[src/rtl/cfg_dma_pkg.sv]
// rtl/cfg_dma_pkg.sv - register offsets, FSM state type and bit indices for cfg_dma_regs
package cfg_dma_pkg;

  // Word offsets (byte address bits [7:2]) of the register map
  localparam logic [5:0] OFF_ID     = 6'h00;  // 0x00
  localparam logic [5:0] OFF_SRC_LO = 6'h04;  // 0x10
  localparam logic [5:0] OFF_SRC_HI = 6'h05;  // 0x14
  localparam logic [5:0] OFF_DST_LO = 6'h06;  // 0x18
  localparam logic [5:0] OFF_DST_HI = 6'h07;  // 0x1C
  localparam logic [5:0] OFF_LEN    = 6'h08;  // 0x20
  localparam logic [5:0] OFF_CTRL   = 6'h09;  // 0x24
  localparam logic [5:0] OFF_STATUS = 6'h0A;  // 0x28
  localparam logic [5:0] OFF_DONE   = 6'h0B;  // 0x2C

  // CTRL / STATUS / DONE bit positions
  localparam int CTRL_START_BIT  = 0;
  localparam int STATUS_BUSY_BIT = 0;
  localparam int STATUS_ERR_BIT  = 1;
  localparam int STATUS_WDOG_BIT = 2;
  localparam int DONE_BIT        = 0;

  // Transfer sequencer states
  typedef enum logic [1:0] {
    ST_IDLE  = 2'd0,
    ST_ISSUE = 2'd1,
    ST_BUSY  = 2'd2
  } dma_state_e;

endpackage

[src/rtl/cfg_dma_regs.sv]
// rtl/cfg_dma_regs.sv - register block that programs and launches a single DMA transfer
module cfg_dma_regs
  import cfg_dma_pkg::*;
#(
  parameter logic [31:0] ID_VALUE    = 32'h0001_0000,
  parameter int unsigned WDOG_CYCLES = 1024
) (
  input  logic        clk,
  input  logic        rst,
  input  logic        cfg_req_valid,
  input  logic        cfg_req_we,
  input  logic [31:0] cfg_req_addr,
  input  logic [31:0] cfg_req_wdata,
  output logic        cfg_resp_valid,
  output logic [31:0] cfg_resp_rdata,
  output logic        dma_cmd_valid,
  input  logic        dma_cmd_ready,
  output logic [63:0] dma_cmd_src,
  output logic [63:0] dma_cmd_dst,
  output logic [31:0] dma_cmd_len,
  input  logic        dma_done,
  input  logic        dma_err
);

  // Counter only has to reach WDOG_CYCLES-1; the timeout fires on the edge after that value
  localparam int CNT_W = (WDOG_CYCLES > 1) ? $clog2(WDOG_CYCLES) : 1;
  localparam logic [CNT_W-1:0] WDOG_LAST = CNT_W'(WDOG_CYCLES - 1);

  dma_state_e state;

  logic [31:0] src_lo, src_hi, dst_lo, dst_hi, len_reg;
  logic        done_flag, err_flag, wdog_flag;
  logic [CNT_W-1:0] wdog_cnt;

  logic        in_map;
  logic [5:0]  word;
  logic        wr_en, rd_en, is_idle;
  logic        start_req, done_clr;
  logic [31:0] rdata;
  logic        unused_addr_bits;

  // Byte lanes within a word are not decoded
  assign unused_addr_bits = ^cfg_req_addr[1:0];

  assign in_map    = (cfg_req_addr[31:8] == 24'd0);
  assign word      = cfg_req_addr[7:2];
  assign wr_en     = cfg_req_valid & cfg_req_we & in_map;
  assign rd_en     = cfg_req_valid & ~cfg_req_we & in_map;
  assign is_idle   = (state == ST_IDLE);
  assign start_req = wr_en && (word == OFF_CTRL) && cfg_req_wdata[CTRL_START_BIT];
  assign done_clr  = wr_en && (word == OFF_DONE) && cfg_req_wdata[DONE_BIT];

  // Command fields come straight from the registers, which are frozen outside IDLE
  assign dma_cmd_valid = (state == ST_ISSUE);
  assign dma_cmd_src   = {src_hi, src_lo};
  assign dma_cmd_dst   = {dst_hi, dst_lo};
  assign dma_cmd_len   = len_reg;

  assign cfg_resp_valid = cfg_req_valid;
  assign cfg_resp_rdata = rdata;

  // Programmable transfer registers; only writable while no transfer is in flight
  always_ff @(posedge clk) begin
    if (rst) begin
      src_lo  <= 32'd0;
      src_hi  <= 32'd0;
      dst_lo  <= 32'd0;
      dst_hi  <= 32'd0;
      len_reg <= 32'd0;
    end else if (wr_en && is_idle) begin
      case (word)
        OFF_SRC_LO: src_lo  <= cfg_req_wdata;
        OFF_SRC_HI: src_hi  <= cfg_req_wdata;
        OFF_DST_LO: dst_lo  <= cfg_req_wdata;
        OFF_DST_HI: dst_hi  <= cfg_req_wdata;
        OFF_LEN:    len_reg <= cfg_req_wdata;
        default:    ;
      endcase
    end
  end

  // Transfer sequencer with watchdog and sticky DONE/error/watchdog flags
  always_ff @(posedge clk) begin
    if (rst) begin
      state     <= ST_IDLE;
      done_flag <= 1'b0;
      err_flag  <= 1'b0;
      wdog_flag <= 1'b0;
      wdog_cnt  <= '0;
    end else begin
      // Clear first so that a completion in the same cycle wins
      if (done_clr) begin
        done_flag <= 1'b0;
      end
      case (state)
        ST_IDLE: begin
          if (start_req) begin
            if (len_reg != 32'd0) begin
              state     <= ST_ISSUE;
              done_flag <= 1'b0;
              err_flag  <= 1'b0;
              wdog_flag <= 1'b0;
            end else begin
              done_flag <= 1'b1;
            end
          end
        end
        ST_ISSUE: begin
          if (dma_cmd_ready) begin
            state    <= ST_BUSY;
            wdog_cnt <= '0;
          end
          if (start_req) begin
            err_flag <= 1'b1;
          end
        end
        ST_BUSY: begin
          if (dma_done) begin
            state     <= ST_IDLE;
            done_flag <= 1'b1;
            err_flag  <= dma_err;
          end else if (wdog_cnt == WDOG_LAST) begin
            state     <= ST_IDLE;
            done_flag <= 1'b1;
            err_flag  <= 1'b1;
            wdog_flag <= 1'b1;
          end else begin
            wdog_cnt <= wdog_cnt + 1'b1;
          end
          // A rejected START must stay visible even if the engine reports success
          if (start_req) begin
            err_flag <= 1'b1;
          end
        end
        default: state <= ST_IDLE;
      endcase
    end
  end

  // Zero-latency read mux; writes and idle cycles return zero
  always_comb begin
    rdata = 32'd0;
    if (rd_en) begin
      case (word)
        OFF_ID:     rdata = ID_VALUE;
        OFF_SRC_LO: rdata = src_lo;
        OFF_SRC_HI: rdata = src_hi;
        OFF_DST_LO: rdata = dst_lo;
        OFF_DST_HI: rdata = dst_hi;
        OFF_LEN:    rdata = len_reg;
        OFF_STATUS: begin
          rdata[STATUS_BUSY_BIT] = ~is_idle;
          rdata[STATUS_ERR_BIT]  = err_flag;
          rdata[STATUS_WDOG_BIT] = wdog_flag;
        end
        OFF_DONE:   rdata[DONE_BIT] = done_flag;
        default:    rdata = 32'd0;
      endcase
    end
  end

endmodule

[config.mk]
export PLATFORM = sky130hd
export DESIGN_NAME = cfg_dma_regs
export DESIGN_NICKNAME = d
export VERILOG_FILES = /design/src/rtl/cfg_dma_pkg.sv /design/src/rtl/cfg_dma_regs.sv
export SDC_FILE = /design/constraint.sdc
export NUM_CORES = 1
export LEC_CHECK = 0
export ABC_AREA = 1
export CAP_MARGIN = 20
export CORE_UTILIZATION = 40
export DETAILED_ROUTE_END_ITERATION = 10
export HOLD_SLACK_MARGIN = 0.1
export PLACE_DENSITY = 0.72
export SYNTH_ARGS = -nofsm -noshare
export SYNTH_HDL_FRONTEND = slang
export SYNTH_SLANG_ARGS = --single-unit
export TNS_END_PERCENT = 30
[constraint.sdc]
create_clock -name clk -period 5.92 [get_ports clk]
set_input_delay 1.48 -clock clk [delete_from_list [all_inputs] [get_ports clk]]
set_output_delay 1.48 -clock clk [all_outputs]
set_load 0.02 [all_outputs]
After elaboration in Yosys (flattened, before gate mapping)
Index checks and enable logic that the tools add are counted.
Operators by class
  equal/unequal tests: 20
  add/sub/neg operators: 1
  bitwise logic cells: 6
  reduce and logical (&&, ||, !) cells: 21
  mux-type cells: 29
Operators by type and width (number)
  one-hot mux 29 bit (6 select lines): 1
  two-way mux 32 bit: 1
  nonzero test 32 bit: 1
  two-way mux 10 bit: 3
  equality test 6 x 3 -> 1 bit (second input constant): 4
  equality test 6 x 4 -> 1 bit (second input constant): 4
  logical NOT 24 bit: 1
  one-hot mux 10 bit (2 select lines): 1
  two-way mux 1 bit: 12
  one-hot mux 2 bit (6 select lines): 1
  adder 10 x 1 -> 10 bit (second input constant): 1
  equality test 10 bit (second input constant): 1
  two-way mux 2 bit: 5
  AND reduction 2 bit: 5
  AND reduction 5 bit: 2
  != test 2 x 1 -> 1 bit (second input constant): 4
  AND reduction 4 bit: 2
  one-hot mux 1 bit (7 select lines): 1
  logical NOT 6 bit: 1
  != test 2 bit (second input constant): 3
  one-hot mux 2 bit (3 select lines): 1
  logical AND 1 bit: 5
  bitwise AND 1 bit: 4
  != test 4 bit (second input constant): 1
  other kinds (9): 12
Storage, ports and cells
  output and inout port bits: 194
  logic and storage cells: 87
  register bits: 175
  input bits: 71

Longest topological paths before layout
Gate-level depths: netlist of the first run.
  word-level depth: 8
  gate-level depth with buffers: 11
  gate-level depth less buffers: 11

Worst setup path after synthesis of the first run
OpenSTA, ideal clock, no wires.
  path kind: input port to output port
  start point: in cfg_req_addr[9]
  end point: out cfg_resp_rdata[10]
  buffers on the path: 2
  cell stages on the path: 11
  data required time: 4440 ps
  data arrival time: 2836 ps
  setup slack: 1604 ps
  cells stage by stage: nor2_1 > nand2_1 > nor2_1 > nand2_1 > nor2_1 > nand3_1 > inv_1 > o21ai_1 > buf_2 > buf_2 > a21oi_1
Between the ends
  longest elaborated chain between the ends: 3
Ends and longest elaborated chain
  from (decl): RTL line cfg_dma_regs.sv:12  | input logic [31:0] cfg_req_addr,
  logical NOT 24 bit: RTL line cfg_dma_regs.sv:45  | assign in_map = (cfg_req_addr[31:8] == 24'd0);
  bitwise AND 1 bit: RTL line cfg_dma_regs.sv:48  | assign rd_en = cfg_req_valid & ~cfg_req_we & in_map;
  two-way mux 32 bit: RTL line cfg_dma_regs.sv:143  | if (rd_en) begin
  to (decl): RTL line cfg_dma_regs.sv:15  | output logic [31:0] cfg_resp_rdata,
No other way between the ends.

Worst setup path in the final report of the first run
  start point: in cfg_req_addr[21]
  end point: out cfg_resp_rdata[30]
The elaborated chain is that of the path after synthesis.

==> metrics.md, run 1 <==
| Metric | Value |
|---|---|
| Initial antenna violation count | `0` |
| CTS max path bufs | `2` |
| Post-route cell area | `11300 um^2` |
| Worst hold start | `src_lo[25]` |
| Avg WL per Cell | `16.6 um` |
| Die area | `20300 um^2` |
| Yosys warns | `0` |
| Post-layout util | `59.3%` |
| Synthesized instance count | `1106` |
| Max Cap Viol | `0` |
| CP arrival | `4.08 ns` |
| Routed wire length | `26700 um` |
| Worst Setup Start Kind | `input pin` |
| Clock Pin Slew Worst Setup and Hold Paths | `0.07 ns` |
| Yosys reg bits | `175` |
| Die Y | `142 um` |
| DR pass1 iterations | `5` |
| CTS Hold Bufs | `0` |
| Setup WS pre-CTS | `0.327 ns` |
| Fmax | `180 MHz` |
| Nets | `1412` |
| Worst flop-to-flop path startpoint | `state[0]` |
| Slew at the pin with the worst max-slew slack | `1.07 ns` |
| Vias in the first global route | `7694` |
| Hold Vio Cnt, Final | `0` |
| Via-per-instance ratio | `5.15` |
| Syn avg cell area | `7.13 um^2` |
| Hold Crit Class | `reg -> reg` |
| Clock period minus final worst setup slack | `5.56 ns` |
| Critical path class | `in -> out` |
| Seq/Total Area, Yosys | `44.4%` |
| DP Area | `10700 um^2` |
| Worst Skew | `0.00819 ns` |
| Vias | `8282` |
| Data required, critical path | `4.44 ns` |
| Crit-path max FO | `29` |
| Die X | `142 um` |
| PortBufs | `262` |
| Layout area overhead | `43.0%` |
| Htree depth | `4` |
| Setup TNS | `0 ns` |
| Slew HR | `28.1%` |
| CP startpoint | `cfg_req_addr[21]` |
| Largest net degree at the start of global routing | `99` |
| RSZ-0062 raised after global routing | `false` |
| # rows | `50` |
| VDD IR-drop max | `0.000194 V` |
| First-pass GRT wire length | `40600 um` |
| Total power | `2.39 mW` |
| Setup crit end kind | `primary output` |
| Leakage | `3.80 nW` |
| Final setup violation count | `0` |
| DRC | `0` |
| Syn_nets | `1183` |
| GR Util All Layers | `25.9%` |
| Number of cells after detailed placement | `1576` |
| Buffer count from post-CTS setup fixing | `0` |
| Final worst slack | `0.362 ns` |
| Tcrit/Tclk final | `93.9%` |
| GR Overflow Total | `0` |
| CTS tree | `done` |
| Mapped cell area | `7880 um^2` |
| Starting Density | `41.5%` |
| Final std cells w/o fill | `1608` |
| RD Place Congestion | `0.939` |
| DP HPWL | `18900 um` |
| Ant diodes | `0` |
| Worst Hold Margin | `0.461 ns` |
| Initial drt markers | `438` |
| Power Dens Cells | `212 nW/um^2` |
| CORE AREA | `19000 um^2` |
| Slew Limit Fails | `0` |
| Status | `finished clean` |
| Layout cells sized above 1 | `5.04%` |
| Netlist cell types | `35` |
| Number of CTS-inserted buffers | `17` |
| Antenna viol nets, final | `0` |
| Post-cts resize count | `0` |
| I/O Pins | `265` |
| Worst-Skew Late Latency | `0.43 ns` |
| CTS Sinks | `175` |
| CTS root buf | `clkbuf_16` |
-- cells by family after synthesis --
kind of cell | after synthesis | synth area share [%]
compound gates | 445 | 29.6
buf+inv | 260 | 12.7
simple gates | 218 | 12.1
flops | 175 | 44.4
fa+ha+maj | 6 | 0.952
xor+xnor | 2 | 0.222
-- cell type report --
cell class,instances,area [um^2]
repair buffers,279,2760
clock inverters,13,124
flip-flops and latches,175,3500
multi-input cells,671,3400
inverters,191,718
clock buffers,19,443
well taps,260,325
fillers,1795,7740
-- power by group --
group	switching [mW]	internal [mW]
Sequential	0.000000000466	1.18
Clock	0.498	0.599
Combinational	0.0619	0.0559
Total	0.560	1.83
-- metal layers --
layer / vias to the layer above / GRT usage, % / share of wire, %
li1: 4140 / - / -
met1: 3808 / 31.0 / 42
met2: 303 / 43.2 / 46
met3: 31 / 9.59 / 9.7
met4: 0 / 7.36 / 1.8
met5: - / 0 / 0
-- placed cells by master, fill, tap and decap left out, types with 2 or more instances in the layout --
master | netlist | final
a211oi_1 | 2 | 2
a21oi_1 | 204 | 204
a22oi_1 | 2 | 2
a31oi_1 | 2 | 2
buf_4 | 1 | 16
clkbuf_16 | 0 | 17
clkdlybuf4s50_1 | 0 | 262
clkinv_2 | 0 | 4
clkinvlp_4 | 0 | 2
dfxtp_1 | 175 | 175
ha_1 | 6 | 6
inv_1 | 186 | 185
inv_2 | 5 | 5
inv_6 | 0 | 5
nand2_1 | 78 | 78
nand2_2 | 2 | 2
nand3_1 | 26 | 24
nand3_2 | 5 | 7
nand4_1 | 10 | 10
nor2_1 | 85 | 85
nor3_1 | 5 | 5
nor4_1 | 2 | 2
o21ai_0 | 166 | 166
o21bai_1 | 2 | 2
o22ai_1 | 60 | 60
xor2_1 | 2 | 2
-- state kept, by name, indices dropped and copies added (netlist names) --
name	count
dma_cmd_len	32
dst_hi	32
dst_lo	32
src_hi	32
src_lo	32
wdog_cnt	10
state	2
done_flag	1
err_flag	1
wdog_flag	1
-- synthesized netlist by cell type, drive strengths merged --
master,number,area [um^2]
a21oi,204,1020
inv,191,717
dfxtp,175,3500
o21ai,168,841
nor2,86,325
nand2,80,305
o22ai,60,375
clkbuf,48,180
nand3,31,180
buf,21,105
nand4,10,62.6
nor3,7,51.3
ha,6,75.1
a211oi,2,15.0
a22oi,2,15.0
a31oi,2,12.5
nor4,2,12.5
o21bai,2,15.0
xor2,2,17.5
a21boi,1,7.51
a22o,1,8.76
nand3b,1,7.51
o211ai,1,7.51
o21a,1,7.51
o221ai,1,8.76
or2,1,6.26
-- path summary, 6_finish.rpt --
check | cells past startpoint | slack (ns) | to
worst max-delay path | 11 | 0.36 | cfg_resp_rdata[30]
worst min-delay path | 2 | 0.46 | src_lo[25]
worst max register to register | 6 | 3.48 | src_hi[2]
worst min register to register | 2 | 0.46 | src_lo[25]
-- worst max-delay path, stage by stage --
cell	delay [ns]
clkdlybuf4s50_1	0.40
nor2_1	0.12
nand2_1	0.06
nor2_1	0.09
nand2_1	0.13
nor2_1	0.16
nand3_1	0.22
inv_1	0.18
o21ai_4	0.29
a31oi_1	0.29
clkdlybuf4s50_1	0.65
No activity file was read; power rests on OpenSTA's default activity.
==> run 2: changes to the inputs <==
--- a/config.mk
+++ b/config.mk
@@ -9,2 +9,3 @@
 export CAP_MARGIN = 20
+export CORE_MARGIN = 5
 export CORE_UTILIZATION = 40
==> constraint.sdc (replaced) <==
create_clock -name clk -period 6.4 [get_ports clk]
set_input_delay 0.96 -clock clk [delete_from_list [all_inputs] [get_ports clk]]
set_output_delay 0.96 -clock clk [all_outputs]
set_load 0.02 [all_outputs]
==> run 2 against run 1 <==
Wire length increased by 3.2%. Count of clock-buffer cells in the layout increased by 6. Clock skew decreased by 0.0026 ns. Sequential share of layout area increased by 0.28 points. Final area decreased by 0.89%. Worst hold slack got worse by 0.0011 ns. Core utilization decreased by 1.9 points. Largest power group unchanged.
==> metrics.md, run 2 (synthesis gave the netlist of run 1 again) <==
| Metric | Value |
|---|---|
| PortBufs | `262 (unchanged)` |
| Number of CTS-inserted buffers | `17 (unchanged)` |
| Critical path cell sequence | `clkdlybuf4s50_1 -> nor2_2 -> nand3_1 -> inv_2 -> nand3_2 -> o22ai_1 -> nor2_1 -> a21oi_1 -> clkdlybuf4s50_1` |
| Crit-path max FO | `32 (+10%)` |
| Critical R2R Capture | `src_lo[22]` |
| Setup TNS | `0 ns (unchanged)` |
| Internal | `1.67 mW (-8.8%)` |
| Cell mode on critical path | `clkdlybuf4s50_1` |
| Vias in the first global route | `7851 (+2.0%)` |
| Worst Skew | `0.00562 ns (-0.00257 ns)` |
| Layout cells sized above 1 | `4.11% (-0.94 points)` |
| Total power | `2.17 mW (-9.2%)` |
| GR Util All Layers | `23.8% (-2.1 points)` |
| RD Place Congestion | `0.883 (-6.0%)` |
| Max Cap Viol | `0 (unchanged)` |
| Fmax | `199 MHz` |
| I/O Pins | `265 (unchanged)` |
| CTS tree | `done` |
| Largest net degree at the start of global routing | `86 (-13%)` |
| Antenna viol nets, final | `0 (unchanged)` |
| Comb power frac | `5.0% (about the same)` |
| CTS root buf | `clkbuf_16` |
| Layout area overhead | `41.8%` |
| Cells on worst reg2reg path | `6 (unchanged)` |
| CTS Hold Bufs | `0 (unchanged)` |
| R2R setup slack | `4.08 ns (+0.60 ns)` |
| DRC | `0 (unchanged)` |
| Max incr delay on CP | `0.70 ns (+0.05 ns)` |
| Clock power share | `44.9% (-1.0 points)` |
| Power Dens Cells | `194 nW/um^2 (-8.4%)` |
| Most Crowded Layer GR | `met2` |
| Hold Vio Cnt, Final | `0 (unchanged)` |
| Worst Setup Start Kind | `input pin` |
| Sw Pwr | `0.502 mW (-10%)` |
| Slew HR | `27.5% (-0.53 points)` |
| M1 GR Usage | `28.5% (-2.5 points)` |
| DP HPWL | `19200 um (+1.9%)` |
| Tcrit/Tclk final | `78.6%` |
| Slew Limit Fails | `0 (unchanged)` |
| CP startpoint | `cfg_req_addr[7]` |
| GR Overflow Total | `0 (unchanged)` |
| Die Y | `150 um (+5.6%)` |
| Initial antenna violation count | `0 (unchanged)` |
| Avg WL per Cell | `17.2 um (+3.5%)` |
| Sequential share of power | `50.1% (+0.9 points)` |
| Critical path class | `in -> out` |
| Nets | `1403 (-0.64%)` |
| Data required, critical path | `5.44 ns (+1.00 ns)` |
| Buffer count from post-CTS setup fixing | `0 (unchanged)` |
| Die area | `22600 um^2 (+12%)` |
| First-pass GRT wire length | `42100 um (+3.5%)` |
| Sw Ratio | `23.1% (-0.32 points)` |
| Slew at the pin with the worst max-slew slack | `1.08 ns (+0.00797 ns)` |
| Clock Pin Slew Worst Setup and Hold Paths | `0.07 ns (about the same)` |
| CTS max path bufs | `2 (unchanged)` |
| Routed wire length | `27600 um (+3.2%)` |
| Ant diodes | `0 (unchanged)` |
| Commonest non-fill, non-tap cells in the layout | `262 x clkdlybuf4s50_1, 204 x a21oi_1, 185 x inv_1, 175 x dfxtp_1, 166 x o21ai_0` |
| Final setup violation count | `0 (unchanged)` |
| Worst-Skew Late Latency | `0.43 ns (about the same)` |
| Setup crit end kind | `primary output` |
| Hold Crit Class | `reg -> reg` |
| # rows | `51 (+2.0%)` |
| Post-cts resize count | `0 (unchanged)` |
| Leakage | `3.72 nW (-2.1%)` |
| Crit path max-delay cell type | `nand3_2` |
| Grt met2 use | `39.9% (-3.3 points)` |
| DR pass1 iterations | `5 (unchanged)` |
| Htree depth | `4 (unchanged)` |
| RSZ-0062 raised after global routing | `false` |
| Initial drt markers | `476 (+8.7%)` |
| Via-per-instance ratio | `5.07 (-1.5%)` |
| Last element of the critical path | `cfg_resp_rdata[8]` |
| Routing usage on met3 | `9.03% (-0.56 points)` |
| Starting Density | `40.5% (-0.95 points)` |
| VDD IR-drop max | `0.000177 V (-8.7%)` |
| CORE AREA | `19500 um^2 (+2.3%)` |
| Die X | `150 um (+5.6%)` |
| Worst flop-to-flop path startpoint | `state[0]` |
| Vias | `8140 (-1.7%)` |
| CP arrival | `4.07 ns (about the same)` |
| CTS Sinks | `175 (unchanged)` |
| Status | `finished clean` |
| Leading cell type in the layout, fill and taps excluded | `clkdlybuf4s50_1` |
| Clock period minus final worst setup slack | `5.03 ns` |
[run 2: how the worst min path moves through the flow]
stage	start	endpoint	slack, ns	cells after the start
floorplan	wdog_cnt[8]	wdog_cnt[8]	0.45	1
global placement	src_lo[27]	src_lo[27]	0.45	2
detailed placement	src_lo[18]	src_lo[18]	0.45	2
CTS	src_lo[26]	src_lo[26]	0.46	2
global route	src_lo[23]	src_lo[23]	0.48	2
finish	src_lo[27]	src_lo[27]	0.46	2
[run 2: power by group through the flow]
stage / clock (mW) / combinational (mW) / sequential [mW]
2_1_floorplan: 0 / 0.0409 / 1.11
3_3_place_gp: 0 / 0.106 / 1.11
3_5_place_dp: 0 / 0.107 / 1.11
4_1_cts: 0.986 / 0.108 / 1.09
5_1_grt: 1.03 / 0.118 / 1.09
6_report: 0.975 / 0.108 / 1.09
[run 2: critical path, delay by kind of cell]
kind / cells / cell delay [ns]
compound gates: 2 / 0.60
buf+inv: 3 / 1.21
simple gates: 4 / 1.28
[run 2: per-stage QoR]
step | worst slack [ns] | std cells | hold WS (ns) | util (%) | cell area (um^2)
3_3_place_gp | 1.45 | 1572 | 0.448 | 54.6 | 10600
3_5_place_dp | 1.43 | 1572 | 0.452 | 54.6 | 10600
4_1_cts | 1.39 | 1604 | 0.462 | 57.4 | 11200
2_1_floorplan | 3.12 | 1106 | 0.448 | - | 7880
6_report | 1.37 | 1604 | 0.460 | 57.4 | 11200
5_1_grt | 1.21 | 1604 | 0.478 | 57.4 | 11200
[run 2: area by class of cell]
type                       count  area, um^2
fill                        1863        8290
sequential                   175        3500
multi-input combinational    671        3400
timing repair buffer         270        2680
inverter                     191         718
clock buffer                  25         485
tap                          265         332
clock inverter                 7        55.1
[run 2: metal layers]
metal | part of all wire [%] | up-vias
li1 | - | 4124
met1 | 41 | 3692
met2 | 47 | 288
met3 | 9.9 | 36
met4 | 1.8 | 0
met5 | 0 | -
==> run 3: changes to the inputs <==
PLACE_DENSITY = 0.74   (was 0.72)
clock period = 4.6 ns   (was 6.4 ns; I/O delays follow)
==> run 3 against run 2 <==
Cell count rose by 0.62%. Sequential power up 39%. Core utilization increased by 0.82 points. Final area grew 1.4%. Sequential cell count stayed put. Worst setup slack got worse by 0.87 ns. First-iteration DRC count fell by 19%. Critical path type unchanged.
==> metrics.md, run 3 (synthesis gave the netlist of run 1 again) <==
| Metric | Value |
|---|---|
| Post-layout util | `58.2% (+0.82 points)` |
| Via-per-instance ratio | `5.08 (+0.17%)` |
| Clock Pin Slew Worst Setup and Hold Paths | `0.07 ns (about the same)` |
| DRC | `0 (unchanged)` |
| Worst-Skew Late Latency | `0.43 ns (about the same)` |
| Htree depth | `4 (unchanged)` |
| Crit-path max FO | `18 (-44%)` |
| Ant diodes | `0 (unchanged)` |
| I/O Pins | `265 (unchanged)` |
| Worst Setup Start Kind | `input pin` |
| Met1 wire length | `11400 um (+0.53%)` |
| CTS Hold Bufs | `0 (unchanged)` |
| Leakage | `3.81 nW (+2.5%)` |
| Critical path class | `in -> out` |
| DR pass1 iterations | `5 (unchanged)` |
| Buffer count from post-CTS setup fixing | `0 (unchanged)` |
| Hold Crit Class | `reg -> reg` |
| DR top layer | `met5` |
| CTS max path bufs | `2 (unchanged)` |
| DP HPWL | `19900 um (+3.5%)` |
| Die X | `150 um (unchanged)` |
| Initial drt markers | `385 (-19%)` |
| Sequential share of power | `48.3% (-1.8 points)` |
| Worst Skew | `0.00865 ns (+0.00303 ns)` |
| VDD IR-drop max | `0.000264 V (+49%)` |
| Met3 WL | `2500 um (-8.5%)` |
| Avg WL per Cell | `17.0 um (-1.1%)` |
| Clock period minus final worst setup slack | `4.09 ns` |
| Internal | `2.41 mW (+44%)` |
| Die Y | `150 um (unchanged)` |
| Comb power frac | `4.8% (-0.2 points)` |
| Starting Density | `40.5% (unchanged)` |
| Sw Pwr | `0.723 mW (+44%)` |
| CP arrival | `3.40 ns (-0.67 ns)` |
| Leading cell type in the layout, fill and taps excluded | `clkdlybuf4s50_1` |
| Nets | `1414 (+0.78%)` |
| Data required, critical path | `3.91 ns (-1.53 ns)` |
| GR Util All Layers | `24.0% (+0.17 points)` |
| Vias | `8205 (+0.80%)` |
| Clock power share | `46.9% (+2.0 points)` |
| CORE AREA | `19500 um^2 (unchanged)` |
| CTS root buf | `clkbuf_16` |
| # rows | `51 (unchanged)` |
| Die area | `22600 um^2 (unchanged)` |
| Post-route cell area | `11300 um^2 (+1.4%)` |
| Vias in the first global route | `7912 (+0.78%)` |
| Hold Vio Cnt, Final | `0 (unchanged)` |
| Setup TNS | `0 ns (unchanged)` |
| Number of CTS-inserted buffers | `17 (unchanged)` |
| Worst flop-to-flop path startpoint | `state[0]` |
| Sw Ratio | `23.1% (-0.031 points)` |
| Slew HR | `42.6% (+15 points)` |
| Power Dens Cells | `276 nW/um^2 (+42%)` |
| First-pass GRT wire length | `42500 um (+1.1%)` |
| Number of cells after detailed placement | `1583 (+0.70%)` |
| RD Place Congestion | `0.870 (-1.5%)` |
| Tcrit/Tclk final | `89.0%` |
| Final setup violation count | `0 (unchanged)` |
| Post-cts resize count | `0 (unchanged)` |
| Final std cells w/o fill | `1614 (+0.62%)` |
| Slew Limit Fails | `0 (unchanged)` |
| PortBufs | `262 (unchanged)` |
| Commonest non-fill, non-tap cells in the layout | `262 x clkdlybuf4s50_1, 204 x a21oi_1, 185 x inv_1, 175 x dfxtp_1, 166 x o21ai_0` |
| Worst hold start | `src_lo[6]` |
| CP startpoint | `cfg_req_addr[10]` |
| Total power | `3.13 mW (+44%)` |
| Fill cells | `1808 (-3.0%)` |
| Max Cap Viol | `0 (unchanged)` |
| Setup crit end kind | `primary output` |
| Slew at the pin with the worst max-slew slack | `0.861 ns (-0.222 ns)` |
| GR Overflow Total | `0 (unchanged)` |
| Layout area overhead | `43.8%` |
| Layout cells sized above 1 | `5.19% (+1.1 points)` |
| Initial antenna violation count | `1 (+1)` |
| DP Area | `10700 um^2 (+1.0%)` |
| Status | `finished clean` |
| Antenna viol nets, final | `0 (unchanged)` |
| WL met2 | `13000 um (-0.40%)` |
| Fmax | `244 MHz` |
| Largest net degree at the start of global routing | `98 (+14%)` |
| RSZ-0062 raised after global routing | `false` |
| CTS tree | `done` |
| CTS Sinks | `175 (unchanged)` |
| Routed wire length | `27400 um (-0.49%)` |
[run 3: cell count changes in the layout (fill, tap and decap cells not counted), sizes merged]
cell / before / now
buf: 8 / 19
bufinv: 0 / 2
clkbuf: 25 / 18
clkinv: 2 / 3
clkinvlp: 5 / 4
inv: 191 / 195
[run 3: area by class of cell]
| type | count | area [um^2] | share of cell area [%] |
|---|---|---|---|
| Tap cell | 265 | 332 | 2.92 |
| Clock inverter | 13 | 154 | 1.36 |
| Sequential cell | 175 | 3500 | 30.9 |
| Inverter | 191 | 718 | 6.34 |
| Clock buffer | 18 | 439 | 3.87 |
| Timing Repair Buffer | 281 | 2790 | 24.6 |
| Multi-Input combinational cell | 671 | 3400 | 30.0 |
[run 3: path summary, 6_finish.rpt]
kind | end | slack, ns | cells after the start
max | cfg_resp_rdata[23] | 0.51 | 10
min | src_lo[6] | 0.46 | 2
max reg2reg | dma_cmd_len[19] | 2.36 | 6
min reg2reg | src_lo[6] | 0.46 | 2
[run 3: metal layers]
layer | global-route usage, % | vias to the layer above
li1 | - | 4143
met1 | 28.9 | 3751
met5 | 0 | -
met2 | 40.2 | 272
met3 | 8.40 | 37
met4 | 7.32 | 2
[run 3: power by group through the flow]
stage	Combinational, mW	Clock, mW	Sequential (mW)
floorplan	0.0569	0	1.55
global placement	0.147	0	1.55
detailed placement	0.149	0	1.55
CTS	0.150	1.50	1.51
global route	0.165	1.56	1.51
finish	0.150	1.47	1.51
[run 3: worst max-delay path: stages]
cell             delay, ns
clkdlybuf4s50_1       0.42
nor2_1                0.10
nand4_1               0.24
nor2_1                0.20
nand3_1               0.23
inv_1                 0.20
o21ai_4               0.24
buf_4                 0.26
a21oi_1               0.17
clkdlybuf4s50_1       0.65
[run 3: per-stage QoR]
step | hold WS [ns] | setup WS, ns
4_1_cts | 0.463 | 0.462
2_1_floorplan | 0.448 | 1.86
6_report | 0.459 | 0.505
3_3_place_gp | 0.449 | 0.473
3_5_place_dp | 0.452 | 0.465
5_1_grt | 0.482 | 0.347
